[src/rtl/multicycle_pkg.sv]
// rtl/multicycle_pkg.sv - state, opcode and ALU constants for the multi-cycle RV32I-subset core
package multicycle_pkg;

  localparam logic [2:0] FETCH     = 3'd0;
  localparam logic [2:0] DECODE    = 3'd1;
  localparam logic [2:0] EXECUTE   = 3'd2;
  localparam logic [2:0] MEMORY    = 3'd3;
  localparam logic [2:0] WRITEBACK = 3'd4;
  localparam logic [2:0] HALT      = 3'd5;

  localparam logic [6:0] OP_R      = 7'b0110011;
  localparam logic [6:0] OP_IMM    = 7'b0010011;
  localparam logic [6:0] OP_LOAD   = 7'b0000011;
  localparam logic [6:0] OP_STORE  = 7'b0100011;
  localparam logic [6:0] OP_BRANCH = 7'b1100011;

  localparam logic [2:0] F3_ADD = 3'b000;
  localparam logic [2:0] F3_SLL = 3'b001;
  localparam logic [2:0] F3_XOR = 3'b100;
  localparam logic [2:0] F3_SRL = 3'b101;
  localparam logic [2:0] F3_OR  = 3'b110;
  localparam logic [2:0] F3_AND = 3'b111;
  localparam logic [2:0] F3_W   = 3'b010;
  localparam logic [2:0] F3_BEQ = 3'b000;
  localparam logic [2:0] F3_BNE = 3'b001;

  localparam logic [6:0] F7_BASE = 7'b0000000;
  localparam logic [6:0] F7_ALT  = 7'b0100000;

  localparam logic [31:0] EBREAK = 32'h0010_0073;

  typedef enum logic [2:0] {
    ALU_ADD, ALU_SUB, ALU_AND, ALU_OR, ALU_XOR, ALU_SLL, ALU_SRL
  } alu_op_e;

  typedef enum logic [2:0] {
    K_NONE, K_ALU_R, K_ALU_I, K_LOAD, K_STORE, K_BRANCH
  } kind_e;

  // 32-bit sign-extended immediate for the I, S and B formats
  function automatic logic [31:0] imm_of(input logic [31:0] ir);
    case (ir[6:0])
      OP_STORE:  imm_of = {{20{ir[31]}}, ir[31:25], ir[11:7]};
      OP_BRANCH: imm_of = {{19{ir[31]}}, ir[31], ir[7], ir[30:25], ir[11:8], 1'b0};
      default:   imm_of = {{20{ir[31]}}, ir[31:20]};
    endcase
  endfunction

endpackage

[src/rtl/multicycle_alu.sv]
// rtl/multicycle_alu.sv - combinational XLEN-wide ALU with zero flag
module multicycle_alu
  import multicycle_pkg::*;
#(
  parameter int XLEN = 32
) (
  input  alu_op_e         op,
  input  logic [XLEN-1:0] a,
  input  logic [XLEN-1:0] b,
  output logic [XLEN-1:0] result,
  output logic            zero
);

  always_comb begin
    result = '0;
    case (op)
      ALU_ADD: result = a + b;
      ALU_SUB: result = a - b;
      ALU_AND: result = a & b;
      ALU_OR:  result = a | b;
      ALU_XOR: result = a ^ b;
      ALU_SLL: result = a << b[4:0];
      ALU_SRL: result = a >> b[4:0];
      default: result = '0;
    endcase
  end

  assign zero = (result == '0);

endmodule

[src/rtl/multicycle_datapath.sv]
// rtl/multicycle_datapath.sv - FSM-driven multi-cycle RV32I-subset datapath with its own memories
module multicycle_datapath
  import multicycle_pkg::*;
#(
  parameter int XLEN       = 32,
  parameter int IMEM_DEPTH = 32,
  parameter int DMEM_DEPTH = 32,
  parameter int CNT_W      = 16
) (
  input  logic             clk,
  input  logic             reset,
  output logic [XLEN-1:0]  pc_o,
  output logic [2:0]       state_o,
  output logic             retire_o,
  output logic [CNT_W-1:0] retired_cnt_o,
  output logic             halted_o,
  output logic             error_o
);

  localparam int IAW = $clog2(IMEM_DEPTH);
  localparam int DAW = $clog2(DMEM_DEPTH);

  logic [XLEN-1:0] imem [IMEM_DEPTH];
  logic [XLEN-1:0] dmem [DMEM_DEPTH];
  logic [XLEN-1:0] regs [32];

  logic [2:0]       state;
  logic [XLEN-1:0]  pc, a, b, imm, alu_out, mdr;
  logic [31:0]      ir;
  logic [CNT_W-1:0] cnt;
  logic             error;

  logic [4:0] rd, rs1, rs2;
  logic [2:0] f3;
  logic [6:0] f7;
  kind_e      kind;
  alu_op_e    alu_op;
  logic       is_stop;

  assign rd  = ir[11:7];
  assign f3  = ir[14:12];
  assign rs1 = ir[19:15];
  assign rs2 = ir[24:20];
  assign f7  = ir[31:25];
  assign is_stop = (ir == 32'h0) || (ir == EBREAK);

  // IR stays stable from DECODE onward, so the decode is recomputed rather than latched
  always_comb begin
    kind   = K_NONE;
    alu_op = ALU_ADD;
    case (ir[6:0])
      OP_R: begin
        if (f7 == F7_BASE) begin
          kind = K_ALU_R;
          case (f3)
            F3_ADD:  alu_op = ALU_ADD;
            F3_SLL:  alu_op = ALU_SLL;
            F3_XOR:  alu_op = ALU_XOR;
            F3_SRL:  alu_op = ALU_SRL;
            F3_OR:   alu_op = ALU_OR;
            F3_AND:  alu_op = ALU_AND;
            default: kind   = K_NONE;
          endcase
        end else if (f7 == F7_ALT && f3 == F3_ADD) begin
          kind   = K_ALU_R;
          alu_op = ALU_SUB;
        end
      end
      OP_IMM: begin
        kind = K_ALU_I;
        case (f3)
          F3_ADD:  alu_op = ALU_ADD;
          F3_OR:   alu_op = ALU_OR;
          F3_AND:  alu_op = ALU_AND;
          default: kind   = K_NONE;
        endcase
      end
      OP_LOAD:   if (f3 == F3_W) kind = K_LOAD;
      OP_STORE:  if (f3 == F3_W) kind = K_STORE;
      OP_BRANCH: begin
        if (f3 == F3_BEQ || f3 == F3_BNE) begin
          kind   = K_BRANCH;
          alu_op = ALU_SUB;
        end
      end
      default: kind = K_NONE;
    endcase
  end

  logic [XLEN-1:0] alu_b, alu_res;
  logic            alu_zero;

  assign alu_b = (kind == K_ALU_R || kind == K_BRANCH) ? b : imm;

  multicycle_alu #(.XLEN(XLEN)) u_alu (
    .op     (alu_op),
    .a      (a),
    .b      (alu_b),
    .result (alu_res),
    .zero   (alu_zero)
  );

  logic branch_taken, fetch_fault, mem_fault, retire;

  assign branch_taken = (f3 == F3_BNE) ? !alu_zero : alu_zero;
  assign fetch_fault  = (pc >= XLEN'(IMEM_DEPTH * 4)) || (pc[1:0] != 2'b00);
  assign mem_fault    = (alu_out[1:0] != 2'b00) || (alu_out >= XLEN'(DMEM_DEPTH * 4));

  // gated by reset so an aborted instruction never shows a retire pulse
  assign retire = !reset && ((state == EXECUTE && kind == K_BRANCH) ||
                             (state == MEMORY && kind == K_STORE && !mem_fault) ||
                             (state == WRITEBACK));

  always_ff @(posedge clk) begin
    if (reset) begin
      state <= FETCH;
      pc    <= '0;
      cnt   <= '0;
      error <= 1'b0;
    end else begin
      case (state)
        FETCH: begin
          if (fetch_fault) begin
            state <= HALT;
            error <= 1'b1;
          end else begin
            ir    <= imem[pc[IAW+1:2]][31:0];
            state <= DECODE;
          end
        end
        DECODE: begin
          a   <= (rs1 == 5'd0) ? '0 : regs[rs1];
          b   <= (rs2 == 5'd0) ? '0 : regs[rs2];
          imm <= XLEN'($signed(imm_of(ir)));
          if (is_stop) begin
            state <= HALT;
          end else if (kind == K_NONE) begin
            state <= HALT;
            error <= 1'b1;
          end else begin
            state <= EXECUTE;
          end
        end
        EXECUTE: begin
          alu_out <= alu_res;
          if (kind == K_BRANCH) begin
            pc    <= branch_taken ? pc + imm : pc + XLEN'(4);
            state <= FETCH;
          end else if (kind == K_LOAD || kind == K_STORE) begin
            state <= MEMORY;
          end else begin
            state <= WRITEBACK;
          end
        end
        MEMORY: begin
          if (mem_fault) begin
            state <= HALT;
            error <= 1'b1;
          end else if (kind == K_STORE) begin
            dmem[alu_out[DAW+1:2]] <= b;
            pc    <= pc + XLEN'(4);
            state <= FETCH;
          end else begin
            mdr   <= dmem[alu_out[DAW+1:2]];
            state <= WRITEBACK;
          end
        end
        WRITEBACK: begin
          if (rd != 5'd0) regs[rd] <= (kind == K_LOAD) ? mdr : alu_out;
          pc    <= pc + XLEN'(4);
          state <= FETCH;
        end
        default: state <= HALT;
      endcase
      if (retire) cnt <= cnt + CNT_W'(1);
    end
  end

  assign pc_o          = pc;
  assign state_o       = state;
  assign retire_o      = retire;
  assign retired_cnt_o = cnt;
  assign halted_o      = (state == HALT);
  assign error_o       = error;

endmodule

[config.mk]
export PLATFORM = sky130hd
export DESIGN_NAME = multicycle_datapath
export DESIGN_NICKNAME = d
export VERILOG_FILES = /design/src/rtl/multicycle_pkg.sv /design/src/rtl/multicycle_alu.sv /design/src/rtl/multicycle_datapath.sv
export SDC_FILE = /design/constraint.sdc
export NUM_CORES = 1
export LEC_CHECK = 0
export BUFFER_PORTS_ARGS = -buffer_cell sky130_fd_sc_hd__buf_4
export CAP_MARGIN = 30
export CORE_MARGIN = 2
export CORE_UTILIZATION = 45
export CTS_CLUSTER_SIZE = 14
export DETAILED_ROUTE_END_ITERATION = 16
export PLACE_DENSITY = 0.72
export SYNTH_ARGS = -nofsm -noshare
export SYNTH_HDL_FRONTEND = slang
export SYNTH_SLANG_ARGS = --single-unit
[constraint.sdc]
create_clock -name clk -period 2.5 [get_ports clk]
set_clock_uncertainty 0.05 [all_clocks]
set_input_delay 0.125 -clock clk [delete_from_list [all_inputs] [get_ports clk]]
set_output_delay 0.125 -clock clk [all_outputs]
set_load 0.05 [all_outputs]
==> impl_summary.txt <==
----------------------------------------------------
[Power]
  Worst IR Drop VDD ... between 0.3 and 0.4 mV
  Power density over cell area ... ~500 nW/um^2
  Final Total Pwr ... roughly 0.0015 W
  Static Leak ... approximately 1.1 nW

[Clock network]
  CTS-repair resized insts ... 0
  Buffer levels on the longest clock path ... 2
  CTS tree ... done
  Post-CTS clock slew at the launch and capture registers of the worst setup and hold paths ... 0.09 ns
  Root cell of the clock tree ... sky130_fd_sc_hd__clkbuf_8
  Number of clock buffers inserted by TritonCTS ... 5
  Sink count of the clock tree ... 49
  Worst-skew pair later-pin latency ... about 0.30 ns
  Hold buffer count at cts ... 0
  H-tree levels ... 2
  Buffers inserted during post-CTS setup optimization ... 0

[Yosys]
  Synthesized instance count ... 272
  Leading register cell type out of synthesis ... sky130_fd_sc_hd__dfxtp_1
  Number of library cell types mapped by synthesis ... 39
  Syn Area/Cell ... 8.58 um^2
  Async SR Flop Fraction ... 0
  Number of synthesized flops with an enable pin ... 0
  Flip-flop and latch count after synthesis ... about 50
  Synthesized area ... about 2300 um^2
  Seq/Total Area, Yosys ... 0.420
  Number of warning messages in the yosys log ... 0

[Timing]
  Relative slew slack ... 0.663
  Minimum clock period ... around 2.2 ns
  Final Max Tran Viols ... 0
  Max Clock Freq ... ~450 MHz
  Unrepaired setup endpoints after global routing ... false
  Measured slew at the worst slew-check pin ... 0.506 ns
  Final setup vio count ... 0
  Part of the cycle the worst path needs ... 0.892
  Hold slack final ... 0.341 ns
  Post-Route Setup TNS ... 0 ns
  Final Hold Viols ... 0

[Min path]
  Worst hold path type ... input pin to register
  Hold Crit Depth ... 3

[Worst setup path]
  Crit path arrival time ... between 2 and 2.5 ns
  Number of gates on the worst path with buffers counted ... 4
  Start point of the critical path ... pc_o[11]$_SDFFE_PP0N_
  Slowest-stage cell, CP ... sky130_fd_sc_hd__or4_1
  Destination of the critical timing path ... pc_o[31]$_SDFFE_PP0N_
  Cell-by-cell listing of the critical path ... nand4_2 > or4_1 > or4_1 > a21oi_1
  Cell repeated most along the worst path ... sky130_fd_sc_hd__or4_1
  Critical path data required time ... 2.68 ns
  Crit path capture type ... register
  Worst r2r dst ... pc_o[31]$_SDFFE_PP0N_
  Delay contributed by the slowest stage of the critical path ... about 0.8 ns
  Worst Setup Path Type ... register to register
  Cell family with most CP delay ... simple AND/OR/NAND/NOR gates
  Flop2flop setup slack ... between 0.2 and 0.3 ns
  Critical Path Start Type ... register
  R2R cell count ... 4
  Buf+Inv Stages, Crit Path ... 0
  RR Startpoint ... pc_o[11]$_SDFFE_PP0N_
  Largest driver fanout on the critical path ... 17

[Die]
  Std cell rows ... 26
  Die height ... ~76 um
  Count of boundary I/O pins ... 56
  Initial standard-cell utilization of the core ... 0.463
  Area of the die ... around 5800 um^2
  Die width ... approximately 76 um
  Core Box Area ... 5040 um^2

[Placed design]
  Routability-driven placement congestion ratio ... about 0.79
  Detailed-placement wirelength estimate ... around 3500 um
  Total cell area at the placement stage ... ~2800 um^2
  Number of buffers added on ports ... 52

[Run status]
  Result of the run ... finished clean

[Global routing]
  Number of antenna violations at the first check in global routing ... 0
  Wire length of the first global-routing pass ... approximately 8700 um
  Vias in the first global route ... between 1.5k and 2k
  Pin count of the biggest net entering global routing ... 51
  Overflow left after global routing ... 0
  GRT Util Overall ... 0.179

[Finish]
  Area Overhead vs Synth ... 23.2%
  Number of inserted diodes ... 0
  Proportion of layout cells with a drive suffix above 1 ... 0.213
  Number of inserted filler cells in the final layout ... approximately 500
  Final layout net count ... 324
  Post-route standard cell area excluding fillers ... 2870 um^2

[Drt]
  Detailed-route via count ... 2,177
  First-pass DRT Iterations ... 4
  Drt wl/cell ... 13.2 um
  Iteration-0 DRC Markers ... between 100 and 150
  DRC errors left ... 0
  Via-per-instance ratio ... around 5.6
  Post-detailed-route count of antenna-violating nets ... 0
  Detailed-route wire length ... around 5200 um

[Job]
  Max-capacitance violation count ... 0

----------------------------------------------------
[cells in the mapped netlist (4+ instances only)]
cell / count / area share
sky130_fd_sc_hd__a21oi_1: 23 / 0.049
sky130_fd_sc_hd__and2_1: 4 / 0.011
sky130_fd_sc_hd__and4_1: 4 / 0.015
sky130_fd_sc_hd__clkbuf_1: 9 / 0.014
sky130_fd_sc_hd__dfxtp_1: 49 / 0.42
sky130_fd_sc_hd__inv_1: 7 / 0.011
sky130_fd_sc_hd__nand2_1: 19 / 0.031
sky130_fd_sc_hd__nand3_1: 12 / 0.026
sky130_fd_sc_hd__nand4_1: 14 / 0.038
sky130_fd_sc_hd__nor2_1: 25 / 0.040
sky130_fd_sc_hd__nor3_1: 4 / 0.0086
sky130_fd_sc_hd__nor4_1: 5 / 0.013
sky130_fd_sc_hd__o21ai_0: 9 / 0.019
sky130_fd_sc_hd__o31ai_1: 13 / 0.042
sky130_fd_sc_hd__or3_1: 9 / 0.024
sky130_fd_sc_hd__or4_1: 13 / 0.042
sky130_fd_sc_hd__xnor2_1: 4 / 0.015
sky130_fd_sc_hd__xor2_1: 15 / 0.056
[flip-flops by register name, summed over array words and instances, names as in the netlist]
| register | cells |
|---|---|
| state_o | 2 |
| retired_cnt_o | 16 |
| pc_o | 30 |
| error_o | 1 |
[layer usage]
metal | GRT usage | routed length (um) | vias up
li1 | - | - | 1084
met1 | 0.234 | 2390 | 1028
met2 | 0.294 | 2440 | 55
met3 | 0.0403 | 245 | 10
met4 | 0.0636 | 84 | 0
met5 | 0 | 0 | -
[cell type report]
type | instances | area, um^2 | share of cell area
Multi-Input combinational cell | 201 | 1250 | 0.435
Sequential cell | 49 | 981 | 0.341
Timing Repair Buffer | 55 | 413 | 0.144
Tap cell | 70 | 87.6 | 0.0305
Clock buffer | 7 | 86.3 | 0.0300
Clock inverter | 1 | 30.0 | 0.0104
Inverter | 7 | 26.3 | 0.00914
[through the flow]
stage	cells	utilization	worst slack, ns
global route	390	0.570	0.169
global placement	382	0.547	0.366
detailed placement	382	0.547	0.331
floorplan	274	-	0.238
CTS	390	0.570	0.275
finish	390	0.570	0.270
[worst min path at each step]
stage | from | endpoint | slack [ns]
after floorplan | reset | pc_o[25]$_SDFFE_PP0N_ | 0.25
after global placement | retired_cnt_o[15]$_SDFFE_PP0P_ | retired_cnt_o[15]$_SDFFE_PP0P_ | 0.40
after detailed placement | retired_cnt_o[15]$_SDFFE_PP0P_ | retired_cnt_o[15]$_SDFFE_PP0P_ | 0.42
after CTS | reset | retired_cnt_o[0]$_SDFFE_PP0P_ | 0.34
after global routing | reset | retired_cnt_o[9]$_SDFFE_PP0P_ | 0.35
final | reset | retired_cnt_o[7]$_SDFFE_PP0P_ | 0.34
[cells in the final DEF (no fill, tap or decap)]
master,instances
sky130_fd_sc_hd__o311ai_0,1
sky130_fd_sc_hd__nand4_1,14
sky130_fd_sc_hd__buf_4,55
sky130_fd_sc_hd__and4_1,4
sky130_fd_sc_hd__o21ai_0,9
sky130_fd_sc_hd__or2_2,2
sky130_fd_sc_hd__or3_1,9
sky130_fd_sc_hd__clkbuf_8,6
sky130_fd_sc_hd__nor2b_1,1
sky130_fd_sc_hd__xor2_1,15
sky130_fd_sc_hd__and3b_1,1
sky130_fd_sc_hd__nand3_1,12
sky130_fd_sc_hd__o31ai_1,13
sky130_fd_sc_hd__nand2_1,19
sky130_fd_sc_hd__and4b_1,2
sky130_fd_sc_hd__nor4_1,5
sky130_fd_sc_hd__nand3b_4,1
sky130_fd_sc_hd__or4_4,1
sky130_fd_sc_hd__o41ai_1,3
sky130_fd_sc_hd__ha_1,3
sky130_fd_sc_hd__and2_1,4
sky130_fd_sc_hd__nor2_1,25
sky130_fd_sc_hd__a21oi_1,23
sky130_fd_sc_hd__mux2i_1,1
sky130_fd_sc_hd__or4_1,13
sky130_fd_sc_hd__o21bai_1,1
sky130_fd_sc_hd__mux2_2,1
sky130_fd_sc_hd__conb_1,3
sky130_fd_sc_hd__inv_1,7
sky130_fd_sc_hd__and3_1,3
sky130_fd_sc_hd__and2b_1,1
sky130_fd_sc_hd__nand4_2,1
sky130_fd_sc_hd__clkbuf_1,1
sky130_fd_sc_hd__bufinv_16,1
sky130_fd_sc_hd__xnor2_1,4
sky130_fd_sc_hd__dfxtp_1,49
sky130_fd_sc_hd__o311ai_1,2
sky130_fd_sc_hd__nor3_1,4
[worst reg2reg max path: stages (launching register included)]
cell and delay (ns):
sky130_fd_sc_hd__dfxtp_1 0.47, sky130_fd_sc_hd__nand4_2 0.14, sky130_fd_sc_hd__or4_1 0.80, sky130_fd_sc_hd__or4_1 0.55
sky130_fd_sc_hd__a21oi_1 0.15
[kinds of logic (layout without fill, tap and decap cells)]
group,Yosys count,in the layout,share of synthesized area
multiplexers,2,2,0.00912
AO/OA/AOI/OAI,52,52,0.136
buffers and inverters,24,70,0.0472
flip-flops,49,49,0.420
other,1,3,0.00161
XOR/XNOR,19,19,0.0713
adder cells (fa/ha/maj),3,3,0.0161
AND/OR/NAND/NOR,122,122,0.298
[where the power goes]
| part | switching (W) | total [W] | internal, W |
|---|---|---|---|
| logic | 0.0000561 | 0.0000763 | 0.0000202 |
| clock network | 0.000262 | 0.000588 | 0.000326 |
| registers | 0.00000788 | 0.000793 | 0.000785 |
Power figures use the tool's default switching activity.
